`src/rtl/counter_cmd_sequencer_pkg.sv`:
```
// Shared definitions for the counter command sequencer.
// Holds the opcode encodings, the sequencer FSM states and the command
// record layout used between the top level and its command FIFO.
package counter_cmd_sequencer_pkg;

    // Command opcodes as presented on CmdOp_i.
    typedef enum logic [1:0] {
        OP_NOP  = 2'd0,
        OP_LOAD = 2'd1,
        OP_UP   = 2'd2,
        OP_DOWN = 2'd3
    } op_e;

    // Sequencer FSM states.
    typedef enum logic {
        ST_IDLE  = 1'b0,
        ST_ISSUE = 1'b1
    } state_e;

    // Width of the opcode field in a command record.
    localparam int unsigned OP_W = 2;

    // A command record is packed MSB->LSB as {op, data, repeat}.
    function automatic int unsigned cmd_width(input int unsigned data_w,
                                              input int unsigned rep_w);
        return OP_W + data_w + rep_w;
    endfunction

endpackage

```
`src/rtl/counter_cmd_sequencer_cmd_fifo.sv`:
```
// Synchronous command FIFO for the counter command sequencer.
// Ports:
//   clk_i    - clock, rising edge
//   rst_i    - synchronous active-high reset, empties the FIFO
//   push_i   - write data_i (ignored while full)
//   data_i   - entry to write
//   pop_i    - drop the head entry (ignored while empty)
//   data_o   - head entry (valid while not empty)
//   full_o   - all DEPTH entries occupied
//   empty_o  - no entries occupied
module cmd_fifo #(
    parameter int unsigned W     = 8,
    parameter int unsigned DEPTH = 4
) (
    input  logic         clk_i,
    input  logic         rst_i,
    input  logic         push_i,
    input  logic [W-1:0] data_i,
    input  logic         pop_i,
    output logic [W-1:0] data_o,
    output logic         full_o,
    output logic         empty_o
);

    localparam int unsigned AW = $clog2(DEPTH);
    localparam logic [AW:0] FULL_CNT = (AW+1)'(DEPTH);

    logic [W-1:0]  mem_q [DEPTH];
    logic [AW-1:0] wr_q;
    logic [AW-1:0] rd_q;
    logic [AW:0]   cnt_q;
    logic          do_push;
    logic          do_pop;

    assign full_o  = (cnt_q == FULL_CNT);
    assign empty_o = (cnt_q == '0);
    assign do_push = push_i && !full_o;
    assign do_pop  = pop_i && !empty_o;
    assign data_o  = mem_q[rd_q];

    // Storage carries no reset; only the pointers define validity.
    always_ff @(posedge clk_i) begin
        if (do_push) begin
            mem_q[wr_q] <= data_i;
        end
    end

    always_ff @(posedge clk_i) begin
        if (rst_i) begin
            wr_q  <= '0;
            rd_q  <= '0;
            cnt_q <= '0;
        end else begin
            if (do_push) begin
                wr_q <= wr_q + AW'(1);
            end
            if (do_pop) begin
                rd_q <= rd_q + AW'(1);
            end
            case ({do_push, do_pop})
                2'b10:   cnt_q <= cnt_q + (AW+1)'(1);
                2'b01:   cnt_q <= cnt_q - (AW+1)'(1);
                default: cnt_q <= cnt_q;
            endcase
        end
    end

endmodule

```
`src/rtl/counter_cmd_sequencer.sv`:
```
// Counter command sequencer: accepts counter commands over a valid/ready
// port, queues them, and replays each one cycle-accurately onto the
// In/Up/Down/Load controls of a synchronous counter. Rising edges of the
// counter's carry output are counted in a saturating counter.
// Ports:
//   Clock_i       - clock, rising edge
//   Reset_i       - synchronous active-high reset
//   CmdValid_i    - command offered
//   CmdReady_o    - FIFO not full
//   CmdOp_i       - opcode (NOP/LOAD/UP/DOWN)
//   CmdData_i     - LOAD value
//   CmdRepeat_i   - extra cycles; command lasts CmdRepeat+1 cycles
//   In_o, Up_o, Down_o, Load_o - registered counter controls
//   Cout_i        - carry/borrow from the counter
//   Busy_o        - issuing or commands queued
//   Done_o        - pulse after the final control cycle when queue is empty
//   CarryCount_o  - saturating count of Cout rising edges
module counter_cmd_sequencer
    import counter_cmd_sequencer_pkg::*;
#(
    parameter int unsigned WIDTH = 4,
    parameter int unsigned DEPTH = 4,
    parameter int unsigned REP_W = 4,
    parameter int unsigned CC_W  = 8
) (
    input  logic             Clock_i,
    input  logic             Reset_i,
    input  logic             CmdValid_i,
    output logic             CmdReady_o,
    input  logic [1:0]       CmdOp_i,
    input  logic [WIDTH-1:0] CmdData_i,
    input  logic [REP_W-1:0] CmdRepeat_i,
    output logic [WIDTH-1:0] In_o,
    output logic             Up_o,
    output logic             Down_o,
    output logic             Load_o,
    input  logic             Cout_i,
    output logic             Busy_o,
    output logic             Done_o,
    output logic [CC_W-1:0]  CarryCount_o
);

    localparam int unsigned CMD_W = cmd_width(WIDTH, REP_W);

    // FIFO interface
    logic [CMD_W-1:0] push_word;
    logic [CMD_W-1:0] head_word;
    logic             fifo_full;
    logic             fifo_empty;
    logic             pop;

    op_e              head_op;
    logic [WIDTH-1:0] head_data;
    logic [REP_W-1:0] head_rep;

    // Sequencer state
    state_e           state_q, state_d;
    logic [REP_W-1:0] rep_q, rep_d;
    logic [WIDTH-1:0] in_q, in_d;
    logic             up_q, up_d;
    logic             down_q, down_d;
    logic             load_q, load_d;
    logic             done_q, done_d;
    logic             start;

    // Carry counting
    logic             cout_q;
    logic [CC_W-1:0]  cc_q;

    assign push_word = {CmdOp_i, CmdData_i, CmdRepeat_i};
    assign head_op   = op_e'(head_word[CMD_W-1 -: OP_W]);
    assign head_data = head_word[REP_W +: WIDTH];
    assign head_rep  = head_word[REP_W-1:0];

    cmd_fifo #(
        .W     (CMD_W),
        .DEPTH (DEPTH)
    ) u_cmd_fifo (
        .clk_i   (Clock_i),
        .rst_i   (Reset_i),
        .push_i  (CmdValid_i),
        .data_i  (push_word),
        .pop_i   (pop),
        .data_o  (head_word),
        .full_o  (fifo_full),
        .empty_o (fifo_empty)
    );

    always_ff @(posedge Clock_i) begin
        if (Reset_i) begin
            state_q <= ST_IDLE;
            rep_q   <= '0;
            in_q    <= '0;
            up_q    <= 1'b0;
            down_q  <= 1'b0;
            load_q  <= 1'b0;
            done_q  <= 1'b0;
        end else begin
            state_q <= state_d;
            rep_q   <= rep_d;
            in_q    <= in_d;
            up_q    <= up_d;
            down_q  <= down_d;
            load_q  <= load_d;
            done_q  <= done_d;
        end
    end

    // Both IDLE and a finished ISSUE can start the next command; the shared
    // start path below keeps back-to-back commands free of bubbles.
    always_comb begin
        state_d = state_q;
        rep_d   = rep_q;
        in_d    = in_q;
        up_d    = up_q;
        down_d  = down_q;
        load_d  = load_q;
        done_d  = 1'b0;
        start   = 1'b0;

        case (state_q)
            ST_IDLE: begin
                up_d   = 1'b0;
                down_d = 1'b0;
                load_d = 1'b0;
                start  = !fifo_empty;
            end
            ST_ISSUE: begin
                if (rep_q != '0) begin
                    rep_d = rep_q - REP_W'(1);
                end else if (!fifo_empty) begin
                    start = 1'b1;
                end else begin
                    state_d = ST_IDLE;
                    up_d    = 1'b0;
                    down_d  = 1'b0;
                    load_d  = 1'b0;
                    done_d  = 1'b1;
                end
            end
            default: begin
                state_d = ST_IDLE;
            end
        endcase

        if (start) begin
            state_d = ST_ISSUE;
            rep_d   = head_rep;
            up_d    = (head_op == OP_UP);
            down_d  = (head_op == OP_DOWN);
            load_d  = (head_op == OP_LOAD);
            if (head_op == OP_LOAD) begin
                in_d = head_data;
            end
        end
    end

    assign pop = start;

    always_ff @(posedge Clock_i) begin
        if (Reset_i) begin
            cout_q <= 1'b0;
            cc_q   <= '0;
        end else begin
            cout_q <= Cout_i;
            if (Cout_i && !cout_q && (cc_q != '1)) begin
                cc_q <= cc_q + CC_W'(1);
            end
        end
    end

    assign CmdReady_o   = !fifo_full;
    assign In_o         = in_q;
    assign Up_o         = up_q;
    assign Down_o       = down_q;
    assign Load_o       = load_q;
    assign Done_o       = done_q;
    assign Busy_o       = (state_q == ST_ISSUE) || !fifo_empty;
    assign CarryCount_o = cc_q;

endmodule

```
`config.mk`:
```
export PLATFORM = sky130hd
export DESIGN_NAME = counter_cmd_sequencer
export DESIGN_NICKNAME = d
export VERILOG_FILES = /design/src/rtl/counter_cmd_sequencer_pkg.sv /design/src/rtl/counter_cmd_sequencer_cmd_fifo.sv /design/src/rtl/counter_cmd_sequencer.sv
export SDC_FILE = /design/constraint.sdc
export NUM_CORES = 1
export LEC_CHECK = 0
export ABC_AREA = 1
export ABC_CLOCK_PERIOD_IN_PS = 6100
export BUFFER_PORTS_ARGS = -buffer_cell sky130_fd_sc_hd__buf_2
export CORE_MARGIN = 2
export CORE_UTILIZATION = 25
export DETAILED_ROUTE_END_ITERATION = 7
export GPL_TIMING_DRIVEN = 0
export HOLD_SLACK_MARGIN = 0.08
export SLEW_MARGIN = 20
export SYNTH_ARGS = -nofsm -noshare
export SYNTH_HDL_FRONTEND = slang
export SYNTH_SLANG_ARGS = --single-unit
```
`constraint.sdc`:
```
create_clock -name Clock_i -period 6.1 [get_ports Clock_i]
set_input_delay 0.305 -clock Clock_i [delete_from_list [all_inputs] [get_ports Clock_i]]
set_output_delay 0.305 -clock Clock_i [all_outputs]
set_load 0.01 [all_outputs]
```
Word level (Yosys, flattened, before mapping)
Memory sizes are Yosys's and may differ from the RTL's. A register that Yosys moved wholly into a read port is not among the register bits.
Index checks and enable logic that the tools add are counted.

word-level totals
  register bits = 29
  RAM bits = 40
  bits of input ports = 14
  logic and storage cells = 67
  memories kept = 1

operators by class
  $add $sub $neg = 6
  equality and inequality tests = 9
  multiplexer cells = 21
  bitwise logic cells = 1
  reductions and logical operators = 17

memories
  memory            depth  width  read ports  clocked after memory_dff  wr ports  line                                  text
  u_cmd_fifo.mem_q  4      10     1           1                         1         counter_cmd_sequencer_cmd_fifo.sv:28  logic [W-1:0] mem_q [DEPTH];

operator list
  kind                                                  count
  2-to-1 mux 1 bit                                      13
  2-to-1 mux 4 bit                                      3
  adder 8 x 1 -> 8 bit (second input constant)          1
  != test 8 bit (second input constant)                 1
  equality test 2 bit (second input constant)           3
  != test 3 x 2 -> 1 bit (second input constant)        2
  one-hot mux 3 bit (2 select lines)                    1
  AND reduction 2 bit                                   3
  nonzero test 2 bit                                    3
  adder 2 x 1 -> 2 bit (second input constant)          2
  equality test 2 x 1 -> 1 bit (second input constant)  2
  logical AND 1 bit                                     4
  2-to-1 mux 2 bit                                      2
  one-hot mux 1 bit (2 select lines)                    2
  nonzero test 4 bit                                    1
  subtractor 4 x 1 -> 4 bit (second input constant)     1
  adder 3 x 1 -> 3 bit (second input constant)          1
  equality test 3 bit (second input constant)           1
  logical NOT 1 bit                                     3
  logical NOT 3 bit                                     1
  OR reduction 3 bit                                    1
  subtractor 3 x 1 -> 3 bit (second input constant)     1
  logical OR 1 bit                                      1
  NOT 1 bit                                             1

Logic depth before layout (Yosys ltp)
Gate-level depths: netlist of the first run.

  depth in word-level cells = 7
  depth in mapped cells = 13
  mapped depth without buffers = 13

Modules after synthesis
Synthesis of the first run repeated with hierarchy kept, for this count alone.

second synthesis, totals
  cells, all modules = 331
  area, all modules = 3110.5 um2

modules (own cells, without submodules)
  module                 times used  cells each  area an instance (um2)
  cmd_fifo               1           167         1983.2
  counter_cmd_sequencer  1           164         1127.3

Worst setup path after synthesis of the first run
OpenSTA, ideal clock, no wires.

  kind = register to register
  start = register rep_q[0]
  end = register u_cmd_fifo.cnt_q[2]
  setup time = 0.122 ns
  arrival = 1.952 ns
  data required time = 5.978 ns
  setup slack = 4.026 ns
  stages on the path, launching flop included = 14
  path buffers = 0
  cells stage by stage = dfxtp_1 -> inv_1 -> ha_1 -> nand3_1 -> nand2_1 -> nand2_4 -> inv_2 -> ha_1 -> inv_1 -> fa_1 -> a21oi_1 -> o21ai_0 -> o21ai_0 -> a21oi_1

on the way
  cells in the longest elaborated chain, start to end = 6
  elaborated cells on any way between the ends = 8

ends and longest elaborated chain
  element                                                                          line                                  text
  start: declaration                                                               counter_cmd_sequencer.sv:58           logic [REP_W-1:0] rep_q, rep_d;
  start signal: assignment                                                         counter_cmd_sequencer.sv:100          rep_q <= rep_d;
  nonzero test 4 bit (*)                                                           counter_cmd_sequencer.sv:129          if (rep_q != '0) begin
  2-to-1 mux 1 bit (*)                                                             counter_cmd_sequencer.sv:129
  one-hot mux 1 bit (2 select lines) (*)                                           counter_cmd_sequencer.sv:121          case (state_q)
  logical AND 1 bit (*)                                                            counter_cmd_sequencer_cmd_fifo.sv:38  assign do_pop = pop_i && !empty_o;
  net u_cmd_fifo.do_pop                                                            counter_cmd_sequencer_cmd_fifo.sv:33  logic do_pop;
  equality test 2 x 1 -> 1 bit / equality test 2 bit (equally long branches)       counter_cmd_sequencer_cmd_fifo.sv:60  case ({do_push, do_pop})
  one-hot mux 3 bit (2 select lines) / nonzero test 2 bit (equally long branches)  --
  end signal: assignment                                                           counter_cmd_sequencer_cmd_fifo.sv:61  2'b10: cnt_q <= cnt_q + (AW+1)'(1);
  end signal: assignment                                                           counter_cmd_sequencer_cmd_fifo.sv:62  2'b01: cnt_q <= cnt_q - (AW+1)'(1);
  end signal: assignment                                                           counter_cmd_sequencer_cmd_fifo.sv:63  default: cnt_q <= cnt_q;
  end: declaration                                                                 counter_cmd_sequencer_cmd_fifo.sv:31  logic [AW:0] cnt_q;

The timed path passes the listed nets; every way through them passes the cells marked *.
A chain may end at the register's enable or synchronous reset.

Final worst setup path of the first run
Ends and elaborated chain as after synthesis.

==> results of run 1 <==
final timing paths:
check                                                   endpoint  slack, ns
worst max-delay path            u_cmd_fifo.cnt_q[2]$_SDFFE_PP0P_       3.74
worst min-delay path                         Load_o$_SDFFE_PP0P_       0.17
worst max register to register  u_cmd_fifo.cnt_q[2]$_SDFFE_PP0P_       3.74
worst min register to register               Load_o$_SDFFE_PP0P_       0.48
layout by cell type, fill, tap and decap left out:
cell       netlist  routed
clkinv_2         0       4
buf_6            2       2
ha_1             8       8
inv_2            7       7
nand2_1         81      81
nand2_4          5       5
nand3_1         32      32
nand3_2          4       4
buf_8            1       1
nor2_1          38      38
inv_4            0       1
buf_2            0      31
buf_4            1       1
clkbuf_16        0       9
nor2_2           2       2
nor3_1           3       3
o21ai_1          4       4
nor2_4           2       2
inv_1           45      45
a21oi_1         16      16
edfxtp_1        40      40
nand2_2          7       7
fa_1             1       1
xor2_1           3       3
clkbuf_1         2       4
a21oi_2          2       2
o21ai_0          9       9
dfxtp_1         31      31
cell families (layout without fill, tap and decap cells):
family	count (synthesis)	in the layout	synth area share
adder cells (fa/ha/maj)	9	9	0.0378
flip-flops	71	71	0.574
AO/OA/AOI/OAI	31	31	0.0512
XOR/XNOR	3	3	0.00828
AND/OR/NAND/NOR	174	174	0.251
buffers and inverters	58	105	0.0780
critical path: stages, from the launching register on:
cell and delay (ns):
dfxtp_1 0.31, inv_1 0.11, ha_1 0.17, nand3_1 0.10, nand2_1 0.17, nand2_4 0.13
inv_2 0.17, ha_1 0.17, inv_1 0.07, fa_1 0.38, a21oi_1 0.14, o21ai_0 0.11
o21ai_0 0.16, a21oi_1 0.05
where the power goes:
group | leakage [nW] | internal, W | switching [W] | total (W)
clock network | 0.133 | 0.000273 | 0.000193 | 0.000465
registers | 0.621 | 0.000590 | 0.0000455 | 0.000636
logic | 0.893 | 0.000209 | 0.000398 | 0.000607
registers in the layout, indices dropped and copies added (netlist names), named ones only:
register	cells
Done_o	1
Load_o	1
cout_q	1
CarryCount_o	8
u_cmd_fifo.cnt_q	3
rep_q	4
state_q	1
Up_o	1
In_o	4
Down_o	1
u_cmd_fifo.wr_q	2
u_cmd_fifo.mem_q	40
u_cmd_fifo.rd_q	2
routing by layer:
| layer | GRT usage | part of all wire |
|---|---|---|
| met5 | 0 | 0.0024 |
| met4 | 0.0447 | 0.015 |
| met3 | 0.0280 | 0.038 |
| met2 | 0.176 | 0.48 |
| met1 | 0.121 | 0.46 |
area by class of cell:
cell class                      count  area [um2]  share of cell area
Buffer                              6        52.6              0.0138
Timing Repair Buffer               31         155              0.0408
Clock buffer                       11         233              0.0612
Tap cell                          172         215              0.0566
Inverter                           52         195              0.0513
Multi-Input combinational cell    217        1110               0.291
Sequential cell                    71        1820               0.479
Clock inverter                      5        26.3             0.00691
through the flow:
step                      setup slack (ns)  utilization  hold WS, ns  instances
after floorplan                       4.03            -        0.367        346
after global placement                3.82        0.283        0.461        549
after detailed placement              3.76        0.283        0.470        549
after CTS                             3.73        0.304        0.163        565
after global routing                  3.53        0.304        0.176        565
final                                 3.74        0.304        0.171        565
==> results.yml, run 1 <==
finish:
  drive_above_1_share: 0.198
  syn2layout_area_growth_pct: 19.8
  fin_nets: 411
  fin_area_um2: 3800
  fill_cells: 1351
  antenna_cells: 0
routing:
  wire_per_inst_um: 11.6
  wl_um: 6540
  drcViolationCount: 0
  ant_nets: 0
  drt_pass1_iterations: 4
  drt-initial-drc-count: 147
  routed_via_density: 4.06
  vias: 2296
pwr:
  p_leak_nw: 1.65
  power_density_nw_per_um2: 449
  report.power.total_w: 0.00171
  ir_worst_vdd_v: 0.000146
synth:
  async_flop_share: 0
  ys_seq_area_frac: 0.574
  post-synth-top-count-cell: "nand2_1"
  ys_types: 24
  synth_fp_nets: 369
  syn_area_per_cell_um2: 9.18
  synthesis.instances: 346
  synth_ff_type: "edfxtp_1"
  synth_common_cells: "81 x nand2_1, 45 x inv_1, 40 x edfxtp_1, 38 x nor2_1, 32 x nand3_1"
  synth_area_leaders: "edfxtp_1 38%, dfxtp_1 20%, nand2_1 9.6%, inv_1 5.3%, nand3_1 5.0%"
  yosys_register_bits: 71
  yosysWarnings: 0
  synth_area_um2: 3180
  synth_area_leader_cell: "edfxtp_1"
  synth_top_area_frac: 0.378
  synth_edf_count: 40
clock_tree:
  post_cts_buffers: 0
  clk_pin_slew_worst_paths_ns: 0.05
  htreeDepth: 3
  ctsResizeCount: 0
  clock-root-buffer: "clkbuf_16"
  cts_tree: "yes"
  cts_inserted_buffers: 9
  postCtsHoldBufs: 0
  clock_latency_ns: 0.33
  cts_max_path_buffers: 2
  cts_sinks: 71
timing:
  timing.fmax_mhz: 425
  final-hold-violation-count: 0
  rsz0062_at_grt: "no"
  maxSlewViolCount: 0
  setup_viol: 0
  slew-limit-headroom: 0.295
  period_share: 0.386
  fin_skew_ns: 0.00616
  tns_ns: 0
  period_needed_ns: 2.36
  tightest_slew_ns: 1.05
grt:
  grt_first_pass_wirelength_um: 10600
  grtUsageTotal: 0.103
  grt_pass1_vias: 2263
  gr-total-overflow: 0
  grt_max_degree: 13
  antenna_found_initial: 1
setup_path:
  timing.rr.start: "rep_q[0]$_SDFFE_PP0P_"
  arrival_ns: 2.56
  worstSetupStartpointType: "register"
  required_ns: 6.31
  worstRegToRegCells: 13
  path_max_fanout: 8
  cp-end-kind: "register"
  criticalPathCategory: "register to register"
  startpoint: "rep_q[0]$_SDFFE_PP0P_"
min_path:
  hold_class: "input pin to register"
  holdPathStages: 2
  hp-start: "Reset_i"
die:
  chipHeight_um: 117
  start_util: 0.254
  die_area_um2: 13600
  die_w_um: 117
  core_area_um2: 12500
  rows: 41
  boundaryPins: 32
placed_design:
  placed_area_um2: 3550
  portBuffers: 31
  place_hpwl_um: 4630
  place.gp.congestion: 0.752
flow_run:
  maxCapViolCount: 0
run_status:
  outcome: "finished, final reports clean"
Power figures use the tool's default switching activity.
==> run 2: changes to the inputs <==
ABC_CLOCK_PERIOD_IN_PS = 2000   (was 6100)
clock period = 2 ns   (was 6.1 ns; I/O delays follow)
==> results.yml, run 2 (synthesized netlist as in run 1, its figures left out) <==
run_status:
  outcome: "finished, final reports clean"
clock_tree:
  clock-root-buffer: "clkbuf_16"
  cts_inserted_buffers: 9
  clock_latency_ns: 0.33
  cts_sinks: 71
  cts_max_path_buffers: 2
  cts_tree: "yes"
  clk_pin_slew_worst_paths_ns: 0.05
  htreeDepth: 3
routing:
  wire_per_inst_um: 11.7
  drt-initial-drc-count: 135
  ant_nets: 0
  wl_um: 6780
  drt_pass1_iterations: 5
  drcViolationCount: 0
  routed_via_density: 4.13
  vias: 2398
flow_run:
  maxCapViolCount: 0
setup_path:
  crit_slowest_cell: "fa_2"
  worstSetupStartpointType: "register"
  cp_cell_sequence: "inv_2, ha_4, nand3_4, nand2_4, nand2_8, inv_8, ha_1, inv_2, fa_2, a21oi_2, o21ai_2, o21ai_1, a21oi_1"
  critPathTopFamily: "adder cells"
  required_ns: 2.22
  cp-end-kind: "register"
  arrival_ns: 2.20
  criticalPathCategory: "register to register"
  cp_num_buf_inv: 3
  critPathMaxStageDelay_ns: 0.38
  crit_top_cell: "inv_2"
  path_max_fanout: 4
grt:
  antenna_found_initial: 0
  grtUsageTotal: 0.107
  grt_pass1_vias: 2386
  grt_first_pass_wirelength_um: 11100
  gr-total-overflow: 0
  grt_max_degree: 13
timing:
  holdWs_ns: 0.253
  timing.fmax_mhz: 505
  setup_viol: 0
  final-hold-violation-count: 0
  tightest_slew_ns: 1.08
  maxSlewViolCount: 0
  period_needed_ns: 1.98
  rsz0062_at_grt: "yes"
  fin_skew_ns: 0.00788
  slew-limit-headroom: 0.275
  period_share: 0.990
pwr:
  power_density_nw_per_um2: 1420
  report.power.total_w: 0.00576
  p_leak_nw: 1.74
  ir_worst_vdd_v: 0.000574
die:
  die_w_um: 117
  boundaryPins: 32
  rows: 41
  start_util: 0.254
  chipHeight_um: 117
  core_area_um2: 12500
  die_area_um2: 13600
finish:
  largest_reg_flops: 40
  most-common-layout-cells: "80 x nand2_1, 42 x inv_1, 40 x edfxtp_1"
  antenna_cells: 0
  syn2layout_area_growth_pct: 28.1
  mostFrequentLayoutCell: "nand2_1"
  regMostFlops: "u_cmd_fifo.mem_q"
  drive_above_1_share: 0.225
  fin_nets: 427
placed_design:
  portBuffers: 31
  place.gp.congestion: 0.734
  place_hpwl_um: 4640
min_path:
  hold_class: "input pin to register"
## run 2: cell types whose count changed in the layout (fill, tap and decap cells not counted), sizes merged
| cell | before | now |
|---|---|---|
| clkbuf | 13 | 12 |
| buf | 35 | 39 |
| bufinv | 0 | 2 |
| inv | 53 | 52 |
| dlygate4sd3 | 0 | 12 |
| clkinv | 4 | 1 |
| clkinvlp | 0 | 2 |
## run 2: layer usage
layer | vias up | part of all wire | global-route usage
li1 | 1229 | - | -
met1 | 1120 | 0.47 | 0.135
met2 | 42 | 0.48 | 0.175
met3 | 7 | 0.038 | 0.0322
met4 | 0 | 0.0089 | 0.0376
met5 | - | 0 | 0
## run 2: tightest hold or removal path, cell delays in order
cell	delay (ns)
buf_2	0.11
nand2_1	0.21
a21oi_1	0.11
## run 2: area by class of cell
| cell class | instances | area [um2] |
|---|---|---|
| buffer | 6 | 52.6 |
| clock buffer | 10 | 229 |
| clock inverter | 5 | 83.8 |
| fill | 1333 | 8450 |
| inverter | 52 | 203 |
| multi-input combinational | 217 | 1160 |
| sequential | 71 | 1820 |
| tap | 172 | 215 |
| timing repair buffer | 47 | 305 |
## run 2: power by group
part / switching [W] / leakage, nW / internal [W]
Combinational: 0.00134 / 0.975 / 0.000787
Sequential: 0.000143 / 0.621 / 0.00180
Clock: 0.000605 / 0.145 / 0.00109
Total: 0.00209 / 1.74 / 0.00368
## run 2: worst paths after layout
check,start,end,slack [ns],cells after the start
worst min-delay path,CmdValid_i,u_cmd_fifo.wr_q[1]$_SDFFE_PP0P_,0.25,3
worst max register to register,rep_q[0]$_SDFFE_PP0P_,u_cmd_fifo.cnt_q[2]$_SDFFE_PP0P_,0.02,13
worst min register to register,Load_o$_SDFFE_PP0P_,Load_o$_SDFFE_PP0P_,0.47,2
worst max-delay path,rep_q[0]$_SDFFE_PP0P_,u_cmd_fifo.cnt_q[2]$_SDFFE_PP0P_,0.02,13
## run 2: repair_timing
item | in CTS | in global routing
buffers inserted | 3 | 1
endpoints found under the hold margin | 42 | 0
setup endpoints to repair | 2 | 41
resized for setup | 5 | 10
pin swaps | 1 | 5
hold buffers | 12 | 0
## run 2: stage by stage
step	setup TNS (ns)	util	area, um2	cells	worst slack (ns)
floorplan	0	-	3180	346	0.0187
global placement	-0.154	0.284	3550	549	-0.154
detailed placement	-0.206	0.284	3550	549	-0.206
CTS	0	0.321	4020	579	0.000758
global route	-2.83	0.325	4070	580	-0.115
finish	0	0.325	4070	580	0.0193
